File: config.mk
export PLATFORM = sky130hd
export DESIGN_NAME = note_sequencer
export DESIGN_NICKNAME = d
export VERILOG_FILES = /design/src/rtl/note_sequencer.sv
export SDC_FILE = /design/constraint.sdc
export NUM_CORES = 1
export LEC_CHECK = 0
export ABC_AREA = 0
export BUFFER_PORTS_ARGS = -buffer_cell sky130_fd_sc_hd__buf_2
export CELL_PAD_IN_SITES_DETAIL_PLACEMENT = 0
export CELL_PAD_IN_SITES_GLOBAL_PLACEMENT = 1
export CORE_MARGIN = 2
export CORE_UTILIZATION = 50
export DETAILED_ROUTE_END_ITERATION = 12
export PLACE_DENSITY_LB_ADDON = 0.1
export SYNTH_ARGS = -nofsm -noshare
export SYNTH_HDL_FRONTEND = slang
export SYNTH_SLANG_ARGS = --single-unit
File: constraint.sdc
create_clock -name hwclk -period 3.4 [get_ports hwclk]
set_input_delay 1.02 -clock hwclk [delete_from_list [all_inputs] [get_ports hwclk]]
set_output_delay 1.02 -clock hwclk [all_outputs]
set_load 0.02 [all_outputs]
File: src/rtl/note_sequencer.sv
// note_sequencer: plays note/octave/duration steps from a small memory and
// produces a square-wave tone whose half-period comes from the freq_div lookup.
module note_sequencer #(
  parameter int DEPTH = 16,
  parameter int TICK_DIV = 120000,
  localparam int ADDR_W = $clog2(DEPTH)
) (
  input  logic              hwclk,
  input  logic              reset,
  input  logic              start,
  input  logic              stop,
  input  logic              loop_en,
  input  logic [ADDR_W:0]   seq_len,
  input  logic              wr_en,
  input  logic [ADDR_W-1:0] wr_addr,
  input  logic [14:0]       wr_data,
  output logic [3:0]        note,
  output logic [2:0]        octave,
  input  logic [18:0]       divider,
  output logic              tone,
  output logic              busy,
  output logic [ADDR_W-1:0] step,
  output logic              done
);
  localparam int PW = $clog2(TICK_DIV + 1);
  localparam logic [PW-1:0] PRE_MAX = PW'(TICK_DIV - 1);
  localparam logic [ADDR_W:0] DEPTH_L = (ADDR_W + 1)'(DEPTH);
  localparam logic [1:0] IDLE = 2'd0, FETCH = 2'd1, PLAY = 2'd2;
  logic [1:0] state;
  logic [14:0] mem [DEPTH];
  logic [7:0] dur;
  logic [ADDR_W:0] len;
  logic [18:0] div_q, tcnt;
  logic [PW-1:0] pre;
  logic play_end, last, sounding, go, pre_wrap;
  logic [ADDR_W-1:0] nxt;
  logic [14:0] nxt_word;
  assign busy = state != IDLE;
  assign pre_wrap = pre == PRE_MAX;
  assign play_end = dur == 8'd0 || (dur == 8'd1 && pre_wrap);
  assign last = {1'b0, step} == len - (ADDR_W + 1)'(1);
  assign nxt = last ? '0 : step + ADDR_W'(1);
  assign nxt_word = mem[nxt];
  assign sounding = note < 4'd13 && div_q != 19'd0;
  assign go = start && !stop && seq_len != '0;
  always_ff @(posedge hwclk)
    if (wr_en) mem[wr_addr] <= wr_data;
  always_ff @(posedge hwclk) begin
    if (reset) begin
      state <= IDLE;
      note <= '0;
      octave <= '0;
      dur <= '0;
      step <= '0;
      len <= '0;
      div_q <= '0;
      tcnt <= '0;
      pre <= '0;
      tone <= 1'b0;
      done <= 1'b0;
    end else begin
      done <= 1'b0;
      if (stop && state != IDLE) begin
        state <= IDLE;
        tone <= 1'b0;
      end else if (state == IDLE) begin
        if (go) begin
          {dur, octave, note} <= mem[0];
          step <= '0;
          len <= seq_len > DEPTH_L ? DEPTH_L : seq_len;
          state <= FETCH;
        end
      end else if (state == FETCH) begin
        div_q <= divider;
        tcnt <= '0;
        pre <= '0;
        tone <= 1'b0;
        state <= PLAY;
      end else begin
        pre <= pre_wrap ? '0 : pre + PW'(1);
        if (pre_wrap && dur != 8'd0) dur <= dur - 8'd1;
        if (sounding) begin
          tcnt <= tcnt == div_q - 19'd1 ? 19'd0 : tcnt + 19'd1;
          if (tcnt == div_q - 19'd1) tone <= ~tone;
        end
        // step boundary: later assignments override the counter updates above
        if (play_end) begin
          tone <= 1'b0;
          if (last && !loop_en) begin
            state <= IDLE;
            done <= 1'b1;
          end else begin
            {dur, octave, note} <= nxt_word;
            step <= nxt;
            state <= FETCH;
          end
        end
      end
    end
  end
endmodule

; ---- Word-level counts from Yosys, hierarchy flattened
; Memory sizes are Yosys's and may differ from the RTL's.
; Cells that the tools add are included.
[totals]
mem_count = 1
input_bits = 49
reg_bits = 83
mem_bits_ro = 0
word_cells = 103
out_inout_bits = 14
mem_bits_rw = 240
latch_bits = 0
[memory_table]
columns = memory, depth, width, rd, rd_clocked_by_memory_dff, wr, line_no
row1 = mem, 16, 15, 2, 0, 1, 30  ; logic [14:0] mem [DEPTH];
[op_classes]
eq_ne = 8
add_sub_neg = 6
shifts = 0
n_lt_le_gt_ge = 2
n_reduce_logical = 31
bitwise_logic = 4
n_mul = 0
muxes = 40
div = 0
[ops]
columns = operator, count
row1 = $mux 19, 3
row2 = $mux 8, 6
row3 = $mux 4, 11
row4 = $mux 17, 2
row5 = $add 19x1->19 const B, 1
row6 = $eq 19x19->1, 1
row7 = $reduce_bool 19->1, 1
row8 = $sub 19x1->19 const B, 1
row9 = $add 17x1->17 const B, 1
row10 = $eq 17x17->1 const B, 1
row11 = $mux 3, 5
row12 = $reduce_and 3->1, 5
row13 = $reduce_bool 3->1, 3
row14 = $eq 8x1->1 const B, 1
row15 = $logic_not 8->1, 1
row16 = $mux 1, 8
row17 = $mux 2, 4
row18 = $reduce_bool 8->1, 1
row19 = $sub 8x1->8 const B, 1
row20 = $logic_and 1x1->1, 7
row21 = $ne 2x2->1 const B, 3
row22 = $reduce_bool 2->1, 3
row23 = $eq 4x5->1, 1
row24 = $gt 5x5->1 const B, 1
row25 = other kinds (14), 19

; ---- Depth between registers and ports, before layout
; Gate-level depths: netlist of the first run.
; An unclocked memory read counts as a cell.
[logic_depth]
word_depth = 8
mapped_depth = 13
mapped_depth_nobuf = 10

; ---- Worst setup path after synthesis of the first run
; No wires, ideal clock.
[synth_timing]
kind = input-to-reg
startpoint = input wr_addr[3]
endpoint = memory mem[0][0], enable pin
stages = 2
arrival_time_ps = 2599
required_time_ps = 2994
n_path_buf = 0
setup_time_ps = 406
setup_slack_ps = 395
path_cell_list = or3b_2 nor3_1
[synth_lines]
columns = item, line_no
row1 = "start, declared", 15  ; input logic [ADDR_W-1:0] wr_addr,
row2 = "end, declared", 30
; Straight into the memory's write port.

; ---- Final worst setup path of the first run
[layout_timing]
startpoint = register div_q[0]
endpoint = register tcnt[18]
[layout_via]
elab_chain_len = 5
word_cells_on_any_way = 9
classes_between = add/sub: 1 / eq/ne: 1 / mux: 3 / reduce/logical: 4
[layout_rtl]
columns = item, line_no
row1 = "start, declared", 33  ; logic [18:0] div_q, tcnt;
row2 = "start signal, assigned", 74  ; div_q <= divider;
row3 = $sub 19x1->19, 83  ; tcnt <= tcnt == div_q - 19'd1 ? 19'd0 : tcnt + 19'd1;
row4 = $eq 19x19->1, 83
row5 = $mux 19, 83
row6 = $mux 19, 82  ; if (sounding) begin
row7 = $mux 19, 73  ; end else if (state == FETCH) begin
row8 = "end signal, assigned", 83
row9 = "end, declared", 33
; Parallel ways exist; a longest one is shown, timed or not. The select of a mux whose other input is x is not followed.
; A chain may end at the register's enable or synchronous reset.

==> results of run 1 <==
kinds of logic after synthesis:
family | synth area share
flops | 0.608
mux | 0.0584
xor+xnor | 0.0304
buf+inv | 0.0260
fa+ha+maj | 0.00686
simple gates | 0.150
compound gates | 0.121
routing by layer:
metal | wire, µm | track usage
met1 | 16600 | 0.352
met2 | 18200 | 0.410
met3 | 2740 | 0.0444
met4 | 1370 | 0.0965
met5 | 0 | 0
layout by cell type, fill, tap and decap left out, types with 16 or more instances in the layout:
cell type	count
sky130_fd_sc_hd__a21oi_1	67
sky130_fd_sc_hd__nand4_1	17
sky130_fd_sc_hd__edfxtp_1	240
sky130_fd_sc_hd__xnor2_1	20
sky130_fd_sc_hd__xor2_1	26
sky130_fd_sc_hd__buf_4	49
sky130_fd_sc_hd__nand3_1	42
sky130_fd_sc_hd__dfxtp_1	82
sky130_fd_sc_hd__and3_1	21
sky130_fd_sc_hd__nand2_1	141
sky130_fd_sc_hd__a22oi_1	16
sky130_fd_sc_hd__inv_1	16
sky130_fd_sc_hd__nor2_1	98
sky130_fd_sc_hd__clkbuf_16	35
sky130_fd_sc_hd__nor3_1	32
sky130_fd_sc_hd__mux2i_1	39
sky130_fd_sc_hd__a211oi_1	20
sky130_fd_sc_hd__buf_2	62
sky130_fd_sc_hd__o21ai_0	55
tightest hold or removal path, delay by kind of cell (launching register included):
family          cells  cell delay, ns
flops               1            0.32
simple gates        1            0.07
compound gates      1            0.05
layout make-up:
type                    count  area [µm²]
flip-flops and latches    323        8870
multi-input cells         831        5420
fillers                  2365       12000
clock buffers              44         941
inverters                  16        60.1
clock inverters            19         133
repair buffers            116         778
well taps                 384         480
worst max-delay path by stage:
stage	from	to	cells past startpoint
after floorplan	wr_addr[3]	mem[0][0]$_DFFE_PP_	2
after global placement	div_q[0]$_SDFFE_PP0P_	tcnt[18]$_SDFFE_PP0P_	10
after detailed placement	div_q[0]$_SDFFE_PP0P_	tcnt[17]$_SDFFE_PP0P_	10
after CTS	div_q[0]$_SDFFE_PP0P_	tcnt[17]$_SDFFE_PP0P_	11
after global routing	div_q[0]$_SDFFE_PP0P_	tcnt[18]$_SDFFE_PP0P_	9
final	div_q[0]$_SDFFE_PP0P_	tcnt[18]$_SDFFE_PP0P_	11
what timing repair did:
| item | in CTS | in global routing |
|---|---|---|
| gates resized for setup | 0 | 1 |
| hold buffers | 0 | 0 |
| setup endpoints to repair | 0 | 3 |
flip-flops by register name (all words and copies together) (netlist names):
register and cells:
div_q 19, done 1, dur 8, len 5
mem 240, note 4, octave 3, pre 17
state 2, step 4, tcnt 19, tone 1
power groups by stage:
stage | clock, mW | combinational [mW] | sequential [mW]
final | 3.59 | 0.748 | 4.38
after global placement | 0 | 0.735 | 4.47
after CTS | 3.65 | 0.744 | 4.38
after floorplan | 0 | 0.466 | 4.46
after global routing | 3.82 | 0.825 | 4.39
after detailed placement | 0 | 0.740 | 4.47
==> results.md, run 1 <==
- The worst setup path is captured at a register.
- The data required time at the worst endpoint is 3.80 ns.
- The biggest area contributor in the post-synthesis netlist is sky130_fd_sc_hd__edfxtp_1.
- In the global route stage, overall resource usage came out at 0.256.
- The initial utilization of the core area, before any placement, comes to 0.509.
- The final number of hold-violating endpoints is 0.
- The number of max-slew violations in the final report is 0.
- The number of nets handed over by synthesis was 1,300.
- For this block, the routed nets add up to 38,900 µm of wire.
- The wire-length estimate of the detail-placed layout is 24,900 µm.
- The average cell area after synthesis is 11.7 µm².
- The worst hold margin is 0.490 ns.
- The total iterations of the first detailed-routing run is 6.
- In this run, placement finished with an instance count of 1,670.
- The synthesis-to-layout area growth is 14.3%.
- The worst hold path terminates at len[1]$_SDFFE_PP0P_.
- The number of synthesized flops with an enable pin is 240.
- The worst setup path is of the register to register kind.
- The clock sink total is 323.
- The startpoint of the worst register-to-register path is div_q[0]$_SDFFE_PP0P_.
- VDD sags by at most 0.591 mV.
- Entering global routing, the biggest net connects 113 pins.
- The die outline area is 30,600 µm².
- The count of warnings emitted by yosys is 0.
- The power share of the combinational group is 0.086.
- On the final layout, the worst clock skew is 0.0223 ns.
- The total power of the final layout is 8.72 mW.
- The routed layout has 10,475 vias.
- The flip-flop and latch count after synthesis is 323.
- Setup slack closes at 0.208 ns.
- The sequential group share of total power is 0.503.
- Cell internal power was estimated by the tool at 6.58 mW.
- The tightest slew margin relative to the limit is 0.357.
- The via density per instance is 6.04.
- For this design the ratio of total power to cell area is 523 nW/µm².
- sky130_fd_sc_hd__edfxtp_1 is the most common cell in the netlist.
- The share of synthesized area in the top cell type comes to 0.494.
- STA classifies the critical path startpoint as a register.
- Of the synthesized area, sequential elements account for 0.608.
- After detailed routing, the number of remaining DRC violations is 0.
- Measured along the y axis, the die boundary spans 175 µm.
- The worst path buffer plus inverter count is 2.
- The design area is 16,700 µm².
- The run finished with clean final reports.
- The repair_antennas step left the layout with diodes totalling 0.
- The data arrival at the endpoint of the critical path is 3.60 ns.
- The net switching power is 2.14 mW.
- Once layout is complete, the utilization of the core stands at 0.581.
- The worst path needs 3.19 ns of the cycle, external delays included.
- In this run the worst hold path is classified as register to register.
- The final net count is 1,380.
- Broken down by cell family, the worst path's largest delay share belongs to simple AND/OR/NAND/NOR gates.
- The static leakage is 5.67 nW.
- The largest buffer count on any clock path is 3.
- The placer congestion estimate is 0.874.
- The launch instance of the worst min-delay path is len[1]$_SDFFE_PP0P_.
- In this run the number of H-tree levels came out at 2.
- Setup slack on the worst reg-to-reg path comes out at 0.21 ns.
- The signal on the critical path passes through inv_1 > ha_1 > or3b_1 > or4_1 > o21ai_0 > a221oi_2 > a211oi_1 > a211oi_2 > buf_12 > and3_1 > a221o_1.
- Setup violations remaining at the end of the flow were counted as 0.
- The cell count of the worst hold path is 2.
- The fraction of power spent switching nets is 0.246.
- Synthesis handed over a netlist of 1,243 instances.
- The later pin in the worst-skew pair is clocked with a latency of 0.54 ns.
- Setup repair after global routing left no endpoint under its margin.
- In the final layout, the share of cells above drive strength 1 is 0.168.
- After the first detailed-routing iteration, the DRC count stood at 1,063.
- The floorplan step set the die width to 175 µm.
- The average wire length per cell after detail routing is 22.4 µm.
- The tree is rooted in a sky130_fd_sc_hd__clkbuf_16.
- Among all stages on the critical path, the largest delay is contributed by sky130_fd_sc_hd__or4_1.
- Ranked by total cell area, the synthesized netlist is headed by sky130_fd_sc_hd__edfxtp_1, sky130_fd_sc_hd__dfxtp_1, sky130_fd_sc_hd__nand2_1.
- The initial antenna violation count is 0.
- The core region is 28,700 µm².
- The capturing point of the worst reg2reg path is tcnt[18]$_SDFFE_PP0P_.
- The number of unique standard cell types used by synthesis is 78.
- The share of async-settable or async-resettable flops after synthesis is 0.
- Of the total power, the clock network draws 0.412.
- The count of pins on the block boundary is 63.
- The remaining number of nets flagged by the antenna check after routing is 0.
- Global routing finished with a remaining overflow of 0.
- Counting the buffers created by CTS gives 35.
- Along the worst path, the maximum fanout reaches 29.
- Dividing the final minimum period by the clock period gives 0.939.
- Summed over all failing endpoints, the final setup total negative slack is 0 ns.
- The first-pass GRT wire length is 59,600 µm.
- For the worst flop-to-flop path, the logic depth is 11.
- In this run the tool buffered the top-level ports with 62 buffer cells.
- The post-placement worst setup slack is 0.255 ns.
- Among all flip-flop cells after synthesis, the most frequent one is sky130_fd_sc_hd__edfxtp_1.
- The maximum clock frequency is 0.313 GHz.
- The number of setup buffers added after CTS is 0.
- Summing all placed instances gives a cell area of 15,600 µm².
- The synthesized netlist occupies a cell area of 14,600 µm².
- The finished layout holds 1,733 standard cells, fillers aside.
- For this run, the slowest stage of the critical path takes 0.53 ns.
- The number of global-route vias before repair was 9,948.
- The clock edge transition at the registers on the reported setup and hold paths is 0.06 ns.
- The count of max-cap constraint violations is 0.
- TritonCTS built the clock tree.
- After floorplanning, the core was divided into 62 placement rows.
- The slew at the pin closest to its max-slew limit is 0.959 ns.
- In the synthesized netlist, the cells that appear most often are sky130_fd_sc_hd__edfxtp_1, sky130_fd_sc_hd__nand2_1, sky130_fd_sc_hd__nor2_1.
Power figures use the tool's default switching activity.
==> run 2: changes to the inputs <==
--- a/config.mk
+++ b/config.mk
@@ -10,7 +10,7 @@
 export CELL_PAD_IN_SITES_DETAIL_PLACEMENT = 0
 export CELL_PAD_IN_SITES_GLOBAL_PLACEMENT = 1
 export CORE_MARGIN = 2
-export CORE_UTILIZATION = 50
+export CORE_UTILIZATION = 40
 export DETAILED_ROUTE_END_ITERATION = 12
 export PLACE_DENSITY_LB_ADDON = 0.1
 export SYNTH_ARGS = -nofsm -noshare
==> run 2 against run 1 <==
  * Sequential share of layout area shrank 0.51 points
  * Cell count grew 4.7%
  * Sequential cell count is the same
  * Fmax grew 2.8%
  * Hold slack lost 0.0022 ns
  * Combinational power grew 3%
  * Wire length grew 6.1%
  * Critical endpoint unchanged
  * Total power grew 2.2%
==> results.md, run 2 (synthesis gave the netlist of run 1 again) <==
- The tightest slew margin relative to the limit came to 0.412 (+0.0542).
- The net switching power was 2.19 mW (+2.0%).
- The minimum clock period after layout is 3.10 ns (-0.0872 ns).
- The number of H-tree branching levels was 2 (unchanged).
- The number of DRC violations after detailed-routing iteration 0 is 800 (-25%).
- The die boundary height is 195 µm (+12%).
- The initial antenna violation count is 1 (+1).
- The fraction of power spent switching nets is 0.245 (-0.000403).
- The library cells used most frequently in the layout, excluding fill and tap cells, are sky130_fd_sc_hd__edfxtp_1, sky130_fd_sc_hd__nand2_1, sky130_fd_sc_hd__nor2_1.
- The post-route setup TNS was 0 ns (unchanged).
- The total global routing track utilization was 0.219 (-0.0369).
- The clock tree from TritonCTS is done.
- The overall die width is 195 µm (+12%).
- The remaining number of nets flagged by the antenna check after routing was 0 (unchanged).
- The busiest metal layer after global routing is met2.
- The number of buffers added for setup after CTS is 0 (unchanged).
- The global-route met1 utilization is 0.304 (-0.0479).
- The most common cell after layout, fill and taps aside is sky130_fd_sc_hd__edfxtp_1.
- The largest buffer count on any clock path is 3 (unchanged).
- The number of flip-flops in the largest register came to 240 (unchanged).
- From synthesis to final layout, the design area changed by 15.4%.
- The worst min-delay path category is register to register.
- The number of filler instances in the final layout was 3,314 (+40%).
- The clock edge transition at the registers on the reported setup and hold paths was 0.06 ns (about the same).
- The first-pass GRT wire length is 63,000 µm (+5.7%).
- The data required time at the worst endpoint is 3.82 ns (+0.02 ns).
- The count of buffers inserted at the top-level ports came to 62 (unchanged).
- The endpoint type of the worst setup path is a register.
- The via density per instance is 5.64 (-6.7%).
- The data arrival at the endpoint of the critical path was 3.52 ns (-0.08 ns).
- The placer congestion estimate is 0.826 (-5.5%).
- The final number of hold-violating endpoints is 0 (unchanged).
- The root buffer selected by CTS is sky130_fd_sc_hd__clkbuf_16.
- The clock latency on the worst-skew pair is 0.54 ns (about the same).
- The clock sink total was 323 (unchanged).
- The maximum fanout count along the critical path was 29 (unchanged).
- The maximum VDD drop is 0.397 mV (-33%).
- The global-route track usage on met3 is 0.0413 (-0.00311).
- The count of inserted antenna diode cells is 0 (unchanged).
- The count of pins on the block boundary is 63 (unchanged).
- The critical path class is register to register.
- The final HPWL from detailed placement was 27,400 µm (+10%).
- The number of buffers inserted during clock tree synthesis was 37 (+5.7%).
- The count of max-cap constraint violations came to 0 (unchanged).
- The sequential group share of total power is 0.492 (-0.011).
- The power share of the combinational group is 0.086 (about the same).
- The run finished with clean final reports.
- The clock network fraction of design power is 0.422 (+0.010).
- The internal power contribution is 6.73 mW (+2.2%).
- The worst hold margin came to 0.488 ns (-0.00219 ns).
- The final setup violation count is 0 (unchanged).
- The initial core utilization is 0.408 (-0.100).
- The total iterations of the first detailed-routing run is 6 (unchanged).
- The final net count is 1,385 (+0.36%).
- The slew at the pin closest to its max-slew limit was 0.879 ns (-0.0799 ns).
- The die outline area is 38,000 µm² (+24%).
- The total routed wirelength came to 41,200 µm (+6.1%).
- The register with the highest flop count is mem.
- Setup repair after global routing left no endpoint under its margin.
- The average wire length per cell after detail routing was 22.7 µm (+1.3%).
- The total of cells resized after clock tree synthesis is 0 (unchanged).
- The number of max-slew violations in the final report came to 0 (unchanged).
- The global-route congestion overflow total was 0 (unchanged).
- The total core area is 35,700 µm² (+25%).
- The worst setup path is launched from a register.
- The worst clock skew is 0.0183 ns (-0.00404 ns).
- The largest net degree at the start of global routing is 84 (-26%).
- The maximum clock frequency is 0.322 GHz (+2.8%).
- The area taken by multi-input logic gates came to 5420 µm² (about the same).
- The share of layout cells above drive strength 1 is 0.167 (-0.000619).
- The met2 usage in global routing is 0.350 (-0.0596).
- The cell area power density is 529 nW/µm² (+1.2%).
- The count of hold-fix buffers inserted at cts is 0 (unchanged).
- The via count of the routed design is 10,235 (-2.3%).
- The DRC violations left is 0 (unchanged).
- The part of the cycle the worst path needs is 0.913 (-0.0257).
- In the final layout, the registers with the most flip-flops are mem: 240 flops, div_q: 19 flops, tcnt: 19 flops.
- The flip-flop and latch area is 8870 µm² (unchanged).
- The total power of the final layout is 8.91 mW (+2.2%).
- The row count is 69 (+11%).
- The static leakage is 5.70 nW (+0.64%).
- The number of global-route vias before repair is 9,946 (-0.020%).
-- run 2: path summary, 6_finish.rpt --
path / end / cells past startpoint / startpoint / slack (ns)
worst min-delay path: div_q[11]$_SDFFE_PP0P_ / 2 / div_q[11]$_SDFFE_PP0P_ / 0.49
worst min register to register: div_q[11]$_SDFFE_PP0P_ / 2 / div_q[11]$_SDFFE_PP0P_ / 0.49
worst max-delay path: tcnt[18]$_SDFFE_PP0P_ / 11 / div_q[0]$_SDFFE_PP0P_ / 0.30
worst max register to register: tcnt[18]$_SDFFE_PP0P_ / 11 / div_q[0]$_SDFFE_PP0P_ / 0.30
-- run 2: cell type report --
| type | count | area share |
|---|---|---|
| Multi-Input combinational cell | 831 | 0.322 |
| Inverter | 16 | 0.00356 |
| Clock inverter | 23 | 0.00995 |
| Clock buffer | 42 | 0.0573 |
| Tap cell | 461 | 0.0342 |
| Timing Repair Buffer | 119 | 0.0468 |
| Sequential cell | 323 | 0.527 |
-- run 2: power groups by stage --
stage          clock network, mW  logic [mW]  registers (mW)
4_1_cts                     3.85       0.772            4.39
3_3_place_gp                   0       0.768            4.47
6_report                    3.76       0.767            4.39
5_1_grt                     4.01       0.846            4.39
2_1_floorplan                  0       0.466            4.46
3_5_place_dp                   0       0.767            4.47
-- run 2: per-stage QoR --
step                instances  worst slack, ns  area (µm²)  utilization
global route             1815           0.0418       16800        0.471
finish                   1815            0.295       16800        0.471
global placement         1750            0.324       15700        0.440
floorplan                1243            0.395       14600            -
CTS                      1815            0.309       16800        0.471
detailed placement       1750            0.328       15700        0.440
-- run 2: worst max-delay path: stages, from the launching register on --
cell and delay, ns:
sky130_fd_sc_hd__dfxtp_1 0.35, sky130_fd_sc_hd__inv_1 0.07, sky130_fd_sc_hd__ha_1 0.17, sky130_fd_sc_hd__or3b_1 0.51, sky130_fd_sc_hd__or4_1 0.54, sky130_fd_sc_hd__o21ai_0 0.12
sky130_fd_sc_hd__a221oi_2 0.10, sky130_fd_sc_hd__a211oi_1 0.35, sky130_fd_sc_hd__a211oi_2 0.15, sky130_fd_sc_hd__buf_12 0.19, sky130_fd_sc_hd__and3_1 0.17, sky130_fd_sc_hd__a221o_1 0.25
-- run 2: metal layers --
metal | share of wire | vias to the layer above
met5 | 0.00032 | -
met4 | 0.026 | 2
met3 | 0.054 | 71
met2 | 0.47 | 242
met1 | 0.45 | 5047
li1 | - | 4873
